==> config.mk <==
export PLATFORM = sky130hd
export DESIGN_NAME = h263_quantizer
export DESIGN_NICKNAME = d
export VERILOG_FILES = /design/src/rtl/h263_quantizer.sv
export SDC_FILE = /design/constraint.sdc
export NUM_CORES = 1
export LEC_CHECK = 0
export BUFFER_PORTS_ARGS = -buffer_cell sky130_fd_sc_hd__buf_2
export CAP_MARGIN = 20
export CORE_MARGIN = 1
export CORE_UTILIZATION = 30
export CTS_BUF_LIST = sky130_fd_sc_hd__clkbuf_4
export CTS_CLUSTER_DIAMETER = 60
export DETAILED_ROUTE_END_ITERATION = 10
export PLACE_DENSITY_LB_ADDON = 0.3
export SYNTH_ARGS = -nofsm -noshare
export SYNTH_HDL_FRONTEND = slang
export SYNTH_SLANG_ARGS = --single-unit
export TNS_END_PERCENT = 30
==> constraint.sdc <==
create_clock -name i_clk -period 8.85 [get_ports i_clk]
set_input_delay 1.77 -clock i_clk [delete_from_list [all_inputs] [get_ports i_clk]]
set_output_delay 1.77 -clock i_clk [all_outputs]
set_load 0.1 [all_outputs]
==> src/rtl/h263_quantizer.sv <==
// Purpose  : H.263 quantizer, 8x8 DCT coefficients in (raster order) -> quantized levels out (same order).
// Latency  : 3 cycles accept-to-output, 1 coefficient/cycle.
// Backpress: single global advance (en = !v3 || i_axis_TREADY); o_axis_TREADY = en, outputs hold while stalled.
//
// Ports: i_clk/i_reset (sync, active-high); i_qp/i_intra sampled on coefficient 0 of each block;
//   i_axis_* input coefficient stream (low VALUE_WIDTH bits of TDATA, SCALE fractional bits);
//   o_axis_* quantized level stream, TLAST regenerated from the coefficient index;
//   o_tlast_err pulses (registered, cycle after the offending accept) on block framing errors.
// Optional build macro QUANT_STATS_EN adds o_nz_count / o_block_done (nonzero levels per block).
module h263_quantizer #(
  parameter int VALUE_WIDTH = 17,
  parameter int SCALE       = 7,
  parameter int OUT_WIDTH   = 16
) (
  input  logic                                 i_clk,
  input  logic                                 i_reset,
  input  logic [4:0]                           i_qp,
  input  logic                                 i_intra,
  input  logic                                 i_axis_TVALID,
  output logic                                 o_axis_TREADY,
  input  logic [8*((VALUE_WIDTH-1)/8+1)-1:0]   i_axis_TDATA,
  input  logic                                 i_axis_TLAST,
  output logic                                 o_axis_TVALID,
  input  logic                                 i_axis_TREADY,
  output logic [OUT_WIDTH-1:0]                 o_axis_TDATA,
  output logic                                 o_axis_TLAST,
`ifdef QUANT_STATS_EN
  output logic [6:0]                           o_nz_count,
  output logic                                 o_block_done,
`endif
  output logic                                 o_tlast_err
);

  // |COF| never exceeds 2^(VALUE_WIDTH-1-SCALE), which needs VALUE_WIDTH-SCALE bits.
  localparam int MAG_W = VALUE_WIDTH - SCALE;
  localparam logic [VALUE_WIDTH-1:0]   HALF    = VALUE_WIDTH'(1) << (SCALE - 1);
  localparam logic signed [MAG_W+1:0]  DC_BIAS = (MAG_W+2)'(4);
  localparam logic signed [MAG_W+1:0]  DC_MIN  = (MAG_W+2)'(1);
  localparam logic signed [MAG_W+1:0]  DC_MAX  = (MAG_W+2)'(254);

  // RECIP[qp] = floor(65536 / (2*qp)); entry 0 is never addressed (qp 0 is mapped to 1).
  function automatic logic [15:0] recip_lut(input logic [4:0] qp);
    case (qp)
      5'd1:  recip_lut = 16'd32768;  5'd2:  recip_lut = 16'd16384;
      5'd3:  recip_lut = 16'd10922;  5'd4:  recip_lut = 16'd8192;
      5'd5:  recip_lut = 16'd6553;   5'd6:  recip_lut = 16'd5461;
      5'd7:  recip_lut = 16'd4681;   5'd8:  recip_lut = 16'd4096;
      5'd9:  recip_lut = 16'd3640;   5'd10: recip_lut = 16'd3276;
      5'd11: recip_lut = 16'd2978;   5'd12: recip_lut = 16'd2730;
      5'd13: recip_lut = 16'd2520;   5'd14: recip_lut = 16'd2340;
      5'd15: recip_lut = 16'd2184;   5'd16: recip_lut = 16'd2048;
      5'd17: recip_lut = 16'd1927;   5'd18: recip_lut = 16'd1820;
      5'd19: recip_lut = 16'd1724;   5'd20: recip_lut = 16'd1638;
      5'd21: recip_lut = 16'd1560;   5'd22: recip_lut = 16'd1489;
      5'd23: recip_lut = 16'd1424;   5'd24: recip_lut = 16'd1365;
      5'd25: recip_lut = 16'd1310;   5'd26: recip_lut = 16'd1260;
      5'd27: recip_lut = 16'd1213;   5'd28: recip_lut = 16'd1170;
      5'd29: recip_lut = 16'd1129;   5'd30: recip_lut = 16'd1092;
      5'd31: recip_lut = 16'd1057;
      default: recip_lut = 16'd32768;
    endcase
  endfunction

  // Block-level state
  logic [5:0]  idx_q, idx_d;
  logic [4:0]  qp_l_q, qp_l_d;
  logic        intra_l_q, intra_l_d;
  logic        err_q, err_d;
  // Stage 1: rounded magnitude
  logic             v1_q, v1_d, sign1_q, sign1_d, intra1_q, intra1_d;
  logic [MAG_W-1:0] mag1_q, mag1_d;
  logic [5:0]       idx1_q, idx1_d;
  logic [4:0]       qp1_q, qp1_d;
  // Stage 2: reciprocal-multiply estimate
  logic             v2_q, v2_d, sign2_q, sign2_d, intra2_q, intra2_d;
  logic [MAG_W-1:0] mag2_q, mag2_d, magp2_q, magp2_d, q2_q, q2_d;
  logic [5:0]       idx2_q, idx2_d;
  logic [4:0]       qp2_q, qp2_d;
  // Stage 3: output register
  logic                 v3_q, v3_d, last3_q, last3_d;
  logic [OUT_WIDTH-1:0] dat3_q, dat3_d;

  logic en, accept;
  logic [4:0]  qp_in, qp_cur;
  logic        intra_cur;
  logic [VALUE_WIDTH-1:0] coef, abs_in, rnd;
  logic [MAG_W-1:0]       mag_in, half_qp, magp, q_est;
  logic [MAG_W+15:0]      prod;
  logic [MAG_W:0]         q_inc, q_fix;
  logic [MAG_W+6:0]       corr_prod;
  logic [6:0]             mag_lim;
  logic [OUT_WIDTH-1:0]   ac_lvl;
  logic signed [MAG_W+1:0] dc_cof, dc_sum, dc_shr;
  logic [7:0]             dc_lvl;
  logic                   is_dc;
  logic                   unused_sink;

  assign en            = !v3_q || i_axis_TREADY;
  assign o_axis_TREADY = en && !i_reset;
  assign accept        = i_axis_TVALID && o_axis_TREADY;

  assign o_axis_TVALID = v3_q;
  assign o_axis_TDATA  = dat3_q;
  assign o_axis_TLAST  = last3_q;
  assign o_tlast_err   = err_q;

  // Fractional bits of the rounded value, product fraction and TDATA padding carry no information.
  assign unused_sink = ^{i_axis_TDATA >> VALUE_WIDTH, rnd[SCALE-1:0], prod[15:0]};

  // Datapath
  always_comb begin
    // S1: round half away from zero on the magnitude, keep the sign separately.
    coef   = i_axis_TDATA[VALUE_WIDTH-1:0];
    abs_in = coef[VALUE_WIDTH-1] ? (~coef + VALUE_WIDTH'(1)) : coef;
    rnd    = abs_in + HALF;
    mag_in = rnd[VALUE_WIDTH-1:SCALE];

    qp_in     = (i_qp == 5'd0) ? 5'd1 : i_qp;
    // Coefficient 0 uses the live QP/mode; the rest of the block uses the latched copy.
    qp_cur    = (idx_q == 6'd0) ? qp_in   : qp_l_q;
    intra_cur = (idx_q == 6'd0) ? i_intra : intra_l_q;

    // S2: INTER applies a dead zone of qp/2 before dividing by 2*qp.
    half_qp = MAG_W'(qp1_q >> 1);
    if (intra1_q)               magp = mag1_q;
    else if (mag1_q > half_qp)  magp = mag1_q - half_qp;
    else                        magp = '0;
    prod  = (MAG_W+16)'(magp) * (MAG_W+16)'(recip_lut(qp1_q));
    q_est = prod[MAG_W+15:16];

    // S3: the truncated reciprocal can undershoot by exactly one; fix it up.
    q_inc     = {1'b0, q2_q} + (MAG_W+1)'(1);
    corr_prod = (MAG_W+7)'(q_inc) * (MAG_W+7)'({qp2_q, 1'b0});
    q_fix     = (corr_prod <= (MAG_W+7)'(magp2_q)) ? q_inc : {1'b0, q2_q};
    mag_lim   = (q_fix > (MAG_W+1)'(127)) ? 7'd127 : q_fix[6:0];
    ac_lvl    = sign2_q ? (OUT_WIDTH'(0) - OUT_WIDTH'(mag_lim)) : OUT_WIDTH'(mag_lim);

    // INTRA DC: (COF+4)>>>3 clipped to 1..254, sent unsigned.
    dc_cof = sign2_q ? -$signed({2'b00, mag2_q}) : $signed({2'b00, mag2_q});
    dc_sum = dc_cof + DC_BIAS;
    dc_shr = dc_sum >>> 3;
    if (dc_shr < DC_MIN)      dc_lvl = 8'd1;
    else if (dc_shr > DC_MAX) dc_lvl = 8'd254;
    else                      dc_lvl = dc_shr[7:0];
    is_dc = intra2_q && (idx2_q == 6'd0);
  end

  // Next-state
  always_comb begin
    idx_d     = idx_q;
    qp_l_d    = qp_l_q;
    intra_l_d = intra_l_q;
    v1_d = v1_q; sign1_d = sign1_q; mag1_d = mag1_q; idx1_d = idx1_q; intra1_d = intra1_q; qp1_d = qp1_q;
    v2_d = v2_q; sign2_d = sign2_q; mag2_d = mag2_q; magp2_d = magp2_q; q2_d = q2_q;
    idx2_d = idx2_q; intra2_d = intra2_q; qp2_d = qp2_q;
    v3_d = v3_q; dat3_d = dat3_q; last3_d = last3_q;
    err_d = accept && (i_axis_TLAST != (idx_q == 6'd63));

    if (accept) begin
      if (idx_q == 6'd0) begin
        qp_l_d    = qp_in;
        intra_l_d = i_intra;
      end
      // Early TLAST resynchronises the block; a missing TLAST at 63 just wraps.
      idx_d = (i_axis_TLAST && (idx_q != 6'd63)) ? 6'd0 : idx_q + 6'd1;
    end

    if (en) begin
      v1_d     = accept;
      sign1_d  = coef[VALUE_WIDTH-1];
      mag1_d   = mag_in;
      idx1_d   = idx_q;
      intra1_d = intra_cur;
      qp1_d    = qp_cur;

      v2_d     = v1_q;
      sign2_d  = sign1_q;
      mag2_d   = mag1_q;
      magp2_d  = magp;
      q2_d     = q_est;
      idx2_d   = idx1_q;
      intra2_d = intra1_q;
      qp2_d    = qp1_q;

      v3_d     = v2_q;
      dat3_d   = is_dc ? OUT_WIDTH'(dc_lvl) : ac_lvl;
      last3_d  = (idx2_q == 6'd63);
    end
  end

`ifdef QUANT_STATS_EN
  logic [6:0] nz_acc_q, nz_acc_d, nz_cnt_q, nz_cnt_d, nz_next;
  logic       done_q, done_d, out_hs;

  assign o_nz_count   = nz_cnt_q;
  assign o_block_done = done_q;

  always_comb begin
    nz_acc_d = nz_acc_q;
    nz_cnt_d = nz_cnt_q;
    out_hs   = v3_q && i_axis_TREADY;
    nz_next  = nz_acc_q + 7'(dat3_q != '0);
    done_d   = out_hs && last3_q;
    if (out_hs) begin
      if (last3_q) begin
        nz_cnt_d = nz_next;
        nz_acc_d = '0;
      end else begin
        nz_acc_d = nz_next;
      end
    end
  end

  always_ff @(posedge i_clk) begin
    if (i_reset) begin
      nz_acc_q <= '0;
      nz_cnt_q <= '0;
      done_q   <= 1'b0;
    end else begin
      nz_acc_q <= nz_acc_d;
      nz_cnt_q <= nz_cnt_d;
      done_q   <= done_d;
    end
  end
`endif

  always_ff @(posedge i_clk) begin
    if (i_reset) begin
      idx_q <= '0; qp_l_q <= '0; intra_l_q <= 1'b0; err_q <= 1'b0;
      v1_q <= 1'b0; sign1_q <= 1'b0; mag1_q <= '0; idx1_q <= '0; intra1_q <= 1'b0; qp1_q <= '0;
      v2_q <= 1'b0; sign2_q <= 1'b0; mag2_q <= '0; magp2_q <= '0; q2_q <= '0;
      idx2_q <= '0; intra2_q <= 1'b0; qp2_q <= '0;
      v3_q <= 1'b0; dat3_q <= '0; last3_q <= 1'b0;
    end else begin
      idx_q <= idx_d; qp_l_q <= qp_l_d; intra_l_q <= intra_l_d; err_q <= err_d;
      v1_q <= v1_d; sign1_q <= sign1_d; mag1_q <= mag1_d; idx1_q <= idx1_d; intra1_q <= intra1_d; qp1_q <= qp1_d;
      v2_q <= v2_d; sign2_q <= sign2_d; mag2_q <= mag2_d; magp2_q <= magp2_d; q2_q <= q2_d;
      idx2_q <= idx2_d; intra2_q <= intra2_d; qp2_q <= qp2_d;
      v3_q <= v3_d; dat3_q <= dat3_d; last3_q <= last3_d;
    end
  end

endmodule

==> results.sh, run 1 <==
export IMPL_die_y_um=208
export IMPL_switchingPower_mw=1.27
export IMPL_p_leak_nw=6.28
export IMPL_avgSynthCellArea_sq_um=8.04
export IMPL_synth_top_area_share_pct=21.6
export IMPL_wl_um=31000
export IMPL_cts_resized=0
export IMPL_core_sq_mm=0.0419
export IMPL_antenna_found_initial=2
export IMPL_row_count=75
export IMPL_first_global_vias=10400
export IMPL_syn_nets=1862
export IMPL_fin_nets=1836
export IMPL_dp_hpwl_um=23000
export IMPL_crit_buf_inv=2
export IMPL_cts_max_level=3
export IMPL_status="completed"
export IMPL_fmax_ghz=0.126
export IMPL_synthCells=1581
export IMPL_comb_power_share_pct=64.0
export IMPL_gp_congestion=0.825
export IMPL_tritoncts="built"
export IMPL_synth_ff_type="dfxtp_1"
export IMPL_drive_gt1_share_pct=6.03
export IMPL_io_buffer_count=47
export IMPL_crit_top_cell="ha_1"
export IMPL_slew_viol_final=0
export IMPL_drt_initial_drc_count=672
export IMPL_synth_common_cells="266 x nand2_1, 164 x inv_1, 137 x fa_1"
export IMPL_slowest_delay_ns=0.57
export IMPL_slew_headroom_pct=33.5
export IMPL_clock_latency_ns=0.51
export IMPL_avgViaCountPerCell=4.97
export IMPL_utilization_pct=32.2
export IMPL_synth_area_sq_mm=0.0127
export IMPL_finalCritPeriodShare_pct=89.8
export IMPL_clockPowerShare_pct=10.4
export IMPL_grt_max_degree=68
export IMPL_clock_sinks=108
export IMPL_synth_seq_cells=108
export IMPL_cp_max_fo=11
export IMPL_grt_usage_pct=14.7
export IMPL_maxCapViolCount=0
export IMPL_nFillCells=4512
export IMPL_ir_worst_vdd_mv=0.0908
export IMPL_ys_seq_area_share_pct=17.0
export IMPL_finalClockSkew_ns=0.0397
export IMPL_required_ns=9.28
export IMPL_ys_async_sr_fraction_pct=0
export IMPL_crit_path_end_kind="flip-flop"
export IMPL_cts_clk_slew_worst_paths_ns=0.21
export IMPL_synth_edf_count=0
export IMPL_tightest_slew_ns=0.998
export IMPL_via_count=10400
export IMPL_tns_ns=0
export IMPL_post_cts_repair_setup_buffers=0
export IMPL_die_width_um=208
export IMPL_synth_most_common_cell="nand2_1"
export IMPL_power_density_mw_per_mm2=187
export IMPL_yosys_warnings=0
export IMPL_overflow=0
export IMPL_cts_root_buf="clkbuf_4"
export IMPL_drtAntennaViolNets=0
export IMPL_path_class="flip-flop to flip-flop"
export IMPL_synthTopCellsByArea="fa_1 22%, dfxtp_1 17%, ha_1 11%, nand2_1 7.9%, inv_1 4.8%"
export IMPL_wl_per_cell_um=14.7
export IMPL_cp_arrival_ns=8.37
export IMPL_switching_share_pct=50.3
export IMPL_start_util_pct=30.4
export IMPL_setup_violations=0
export IMPL_areaGrowthSynthToFinish_pct=5.99
export IMPL_clockBufferDepth=2
export IMPL_ys_types=77
export IMPL_hold_viol_final=0
export IMPL_worstHoldPathType="flip-flop to flip-flop"
export IMPL_drc=0
export IMPL_firstDrtPassIters=5
export IMPL_rsz0062_at_grt="false"
export IMPL_dieArea_sq_mm=0.0432
export IMPL_ios=55
export IMPL_period_minus_slack_ns=7.95
export IMPL_hold_buffers=0
export IMPL_worstSetupStartpointType="flip-flop"
export IMPL_p_int_mw=1.25
export IMPL_seq_power_share_pct=25.6
export IMPL_crit_slowest_cell="dfxtp_1"
export IMPL_cts_buffers=9
export IMPL_grt_pass1_wl_um=52600
export IMPL_synth_top_area_cell="fa_1"
export IMPL_crit_family="adder cells"
final cells by class:
class,instances,area [sq um],share of cell area (%)
multi-input combinational,1212,9550,70.9
clock buffer,9,67.6,0.501
timing repair buffer,59,325,2.41
antenna,1,2.50,0.0186
sequential,108,2160,16.0
clock inverter,7,76.3,0.566
tap,539,674,5.00
inverter,165,619,4.60
power by group through the flow:
stage               combinational (mW)  sequential (mW)  clock, mW
finish                            1.61            0.645      0.262
global route                      1.86            0.657      0.294
CTS                               1.63            0.645      0.275
detailed placement                1.62            0.657          0
global placement                  1.60            0.655          0
floorplan                         1.24            0.665          0
stage by stage:
stage          worst slack [ns]  area (sq um)  power (mW)  hold WS [ns]  instances
2_1_floorplan              1.71         12700        1.91         0.427       1581
3_3_place_gp               1.05         13300        2.26         0.439       2083
3_5_place_dp              0.963         13300        2.27         0.446       2083
4_1_cts                   0.924         13500        2.55         0.448       2099
5_1_grt                   0.284         13500        2.81         0.467       2100
6_report                  0.904         13500        2.52         0.458       2100
worst register-to-register path: stages, from the launching register on:
cell and delay, ns:
dfxtp_1 0.57, ha_1 0.38, nand3_1 0.30, xnor2_1 0.48, and2_1 0.22, fa_1 0.45, fa_1 0.56, inv_1 0.06
fa_1 0.52, inv_1 0.04, ha_1 0.39, a21bo_1 0.30, nand3_1 0.11, xor2_1 0.18, ha_1 0.32, nand4b_1 0.11
or3_1 0.32, o21ai_0 0.09, o211ai_1 0.13, a2111o_1 0.45, or2_1 0.41, o22ai_1 0.28, ha_1 0.26, o21ai_0 0.13
o22a_2 0.22, o31ai_1 0.24, xor2_1 0.11, o311ai_1 0.23
layout by cell type (no fill, tap or decap), types with 14 or more instances in the layout:
cell type,Yosys,routed
a211oi_1,16,15
ha_1,109,109
a21oi_1,91,91
a21o_1,14,14
nor2_1,83,83
nand3_1,29,29
nor3_1,34,34
xor2_1,26,26
dfxtp_1,108,108
inv_1,164,164
xnor2_1,34,34
nand2_1,266,266
nand4_1,15,15
o21ai_0,60,60
fa_1,137,137
nor2b_1,39,38
buf_2,2,47
and2_1,75,75
cells by family (layout without fill, tap and decap cells):
kind of cell | count (synthesis) | count (layout) | share of synthesized area [%]
compound gates | 286 | 286 | 14.3
xor+xnor | 61 | 61 | 4.31
fa+ha+maj | 248 | 248 | 32.5
buf+inv | 261 | 240 | 8.31
flops | 108 | 108 | 17.0
mux | 11 | 11 | 0.866
other cells | 0 | 1 | 0
simple gates | 606 | 606 | 22.7
per-layer routing:
| layer | part of all wire (%) | track usage, % | routed length [um] |
|---|---|---|---|
| met3 | 4.2 | 1.83 | 1300 |
| met5 | 0.055 | 0 | 17 |
| met1 | 49 | 21.0 | 15200 |
| met2 | 45 | 23.5 | 14100 |
| met4 | 1.3 | 3.07 | 397 |
final timing paths:
check | startpoint | end | slack [ns] | depth (start not counted)
hold / removal | idx1_q[5] | idx2_q[5] | 0.46 | 2
setup / recovery | q2_q[0] | o_axis_TDATA[6] | 0.90 | 27
hold reg to reg | idx1_q[5] | idx2_q[5] | 0.46 | 2
setup reg to reg | q2_q[0] | o_axis_TDATA[6] | 0.90 | 27
Power figures use the tool's default switching activity.
==> run 2, diff against run 1 <==
PLACE_DENSITY = 0.46   (was not set)
PLACE_DENSITY_LB_ADDON = not set   (was 0.3)
==> run 2 against run 1 <==
Worst hold slack better by 0.0095 ns. Final area about the same. Fmax is 0.32% higher. Flip-flop and latch count unchanged. First-iteration DRC count is 18% lower. Cell count unchanged. Largest power group unchanged. Highest routed layer is now met4.
==> results.sh, run 2 (synthesis results as in run 1) <==
export IMPL_status="completed"
export IMPL_wl_um=32400
export IMPL_layout_setup_ws_ns=0.929
export IMPL_io_buffer_count=47
export IMPL_die_width_um=208
export IMPL_cts_clk_slew_worst_paths_ns=0.20
export IMPL_gp_congestion=0.788
export IMPL_ir_worst_vdd_mv=0.0821
export IMPL_maxCapViolCount=0
export IMPL_fin_nets=1836
export IMPL_p_leak_nw=6.28
export IMPL_antenna_found_initial=1
export IMPL_via_count=10400
export IMPL_switching_share_pct=50.8
export IMPL_period_minus_slack_ns=7.92
export IMPL_rsz0062_at_grt="false"
export IMPL_dpl_worst_slack_ns=0.948
export IMPL_tritoncts="built"
export IMPL_slew_headroom_pct=35.2
export IMPL_whs_path_depth=2
export IMPL_core_sq_mm=0.0419
export IMPL_first_global_vias=10300
export IMPL_worstHoldStart="o_axis_TDATA[0]"
export IMPL_r2r_start="mag1_q[0]"
export IMPL_overflow=0
export IMPL_drtAntennaViolNets=0
export IMPL_dp_hpwl_um=24100
export IMPL_grt_usage_pct=15.2
export IMPL_rrSetupSlack_ns=0.93
export IMPL_row_count=75
export IMPL_cts_buffers=9
export IMPL_fmax_ghz=0.126
export IMPL_layout_commonest_cell="nand2_1"
export IMPL_reg2reg_to="q2_q[8]"
export IMPL_clockPowerShare_pct=10.8
export IMPL_avgViaCountPerCell=4.97
export IMPL_cts_root_buf="clkbuf_4"
export IMPL_seq_power_share_pct=25.3
export IMPL_switchingPower_mw=1.30
export IMPL_comb_power_share_pct=63.9
export IMPL_p_int_mw=1.26
export IMPL_worstHoldPathType="flip-flop to flip-flop"
export IMPL_hold_end="o_axis_TDATA[0]"
export IMPL_placed_cells=2083
export IMPL_drt_initial_drc_count=552
export IMPL_final_area_sq_mm=0.0135
export IMPL_hold_buffers=0
export IMPL_required_ns=9.28
export IMPL_tightest_slew_ns=0.972
export IMPL_hold_viol_final=0
export IMPL_worstSetupStartpointType="flip-flop"
export IMPL_post_cts_repair_setup_buffers=0
export IMPL_cp_max_fo=17
export IMPL_place_area_sq_mm=0.0133
export IMPL_finalClockSkew_ns=0.0355
export IMPL_setup_violations=0
export IMPL_nFillCells=4482
export IMPL_slew_viol_final=0
export IMPL_cp_arrival_ns=8.35
export IMPL_finalCritPeriodShare_pct=89.5
export IMPL_clock_sinks=108
export IMPL_areaGrowthSynthToFinish_pct=6.07
export IMPL_drive_gt1_share_pct=6.03
export IMPL_ff2ff_path_depth=26
export IMPL_grt_max_degree=78
export IMPL_clock_latency_ns=0.52
export IMPL_start_util_pct=30.4
export IMPL_ios=55
export IMPL_final_cell_mix="266 x nand2_1, 164 x inv_1, 137 x fa_1, 109 x ha_1, 108 x dfxtp_1"
export IMPL_stdcell_count=2100
export IMPL_die_y_um=208
export IMPL_total_power_mw=2.55
export IMPL_dieArea_sq_mm=0.0432
export IMPL_drc=0
export IMPL_wl_per_cell_um=15.4
export IMPL_firstDrtPassIters=5
export IMPL_power_density_mw_per_mm2=189
export IMPL_clockBufferDepth=2
export IMPL_cts_max_level=3
export IMPL_crit_path_end_kind="flip-flop"
export IMPL_grt_pass1_wl_um=53800
export IMPL_path_class="flip-flop to flip-flop"
export IMPL_cts_resized=0
export IMPL_tns_ns=0
-- run 2: worst max-delay path by stage --
stage                   start         endpoint  cells after the start  slack (ns)
detailed placement  mag1_q[0]          q2_q[8]                     26        0.95
global placement    mag1_q[0]          q2_q[8]                     26        1.01
finish              mag1_q[0]          q2_q[8]                     26        0.93
floorplan            qp1_q[2]          q2_q[8]                     27        1.71
global route          q2_q[0]  o_axis_TDATA[6]                     26        0.31
CTS                 mag1_q[0]          q2_q[8]                     26        0.89
-- run 2: critical path, stage by stage, from the launching register on --
cell	delay, ns
dfxtp_1	0.39
inv_1	0.07
ha_1	0.14
inv_1	0.06
fa_1	0.40
a21o_1	0.19
a21oi_1	0.23
o21a_1	0.35
nor2_1	0.08
o21ai_0	0.30
o31ai_4	0.31
and2_1	0.28
fa_1	0.55
fa_1	0.47
fa_1	0.53
fa_1	0.52
fa_1	0.49
ha_1	0.32
a21o_1	0.18
a211o_1	0.29
a21oi_1	0.33
o21ai_0	0.13
a21oi_1	0.21
a311oi_1	0.21
a21o_1	0.26
a211o_1	0.30
a32o_1	0.25
-- run 2: stage by stage --
stage | hold slack (ns) | utilization, %
global placement | 0.443 | 31.8
detailed placement | 0.446 | 31.8
CTS | 0.471 | 32.2
finish | 0.467 | 32.2
floorplan | 0.427 | -
global route | 0.488 | 32.2
-- run 2: final cells by class --
type	count	area, sq um	area share (%)
multi-input combinational	1212	9550	70.8
clock inverter	7	86.3	0.640
clock buffer	9	67.6	0.501
sequential	108	2160	16.0
timing repair buffer	59	325	2.41
antenna	1	2.50	0.0186
tap	539	674	5.00
inverter	165	619	4.59
-- run 2: layer usage --
metal	part of all wire [%]	vias up	global-route usage, %
met4	0.80	0	2.84
met3	2.6	14	1.26
met2	46	162	24.9
met1	51	5077	22.0
li1	-	5177	-
met5	0	-	0
-- run 2: power by group through the flow --
stage	clock [mW]	sequential, mW	combinational, mW
final	0.276	0.645	1.63
after global routing	0.309	0.660	1.87
after CTS	0.294	0.647	1.66
after detailed placement	0	0.658	1.64
after global placement	0	0.657	1.64
after floorplan	0	0.665	1.24
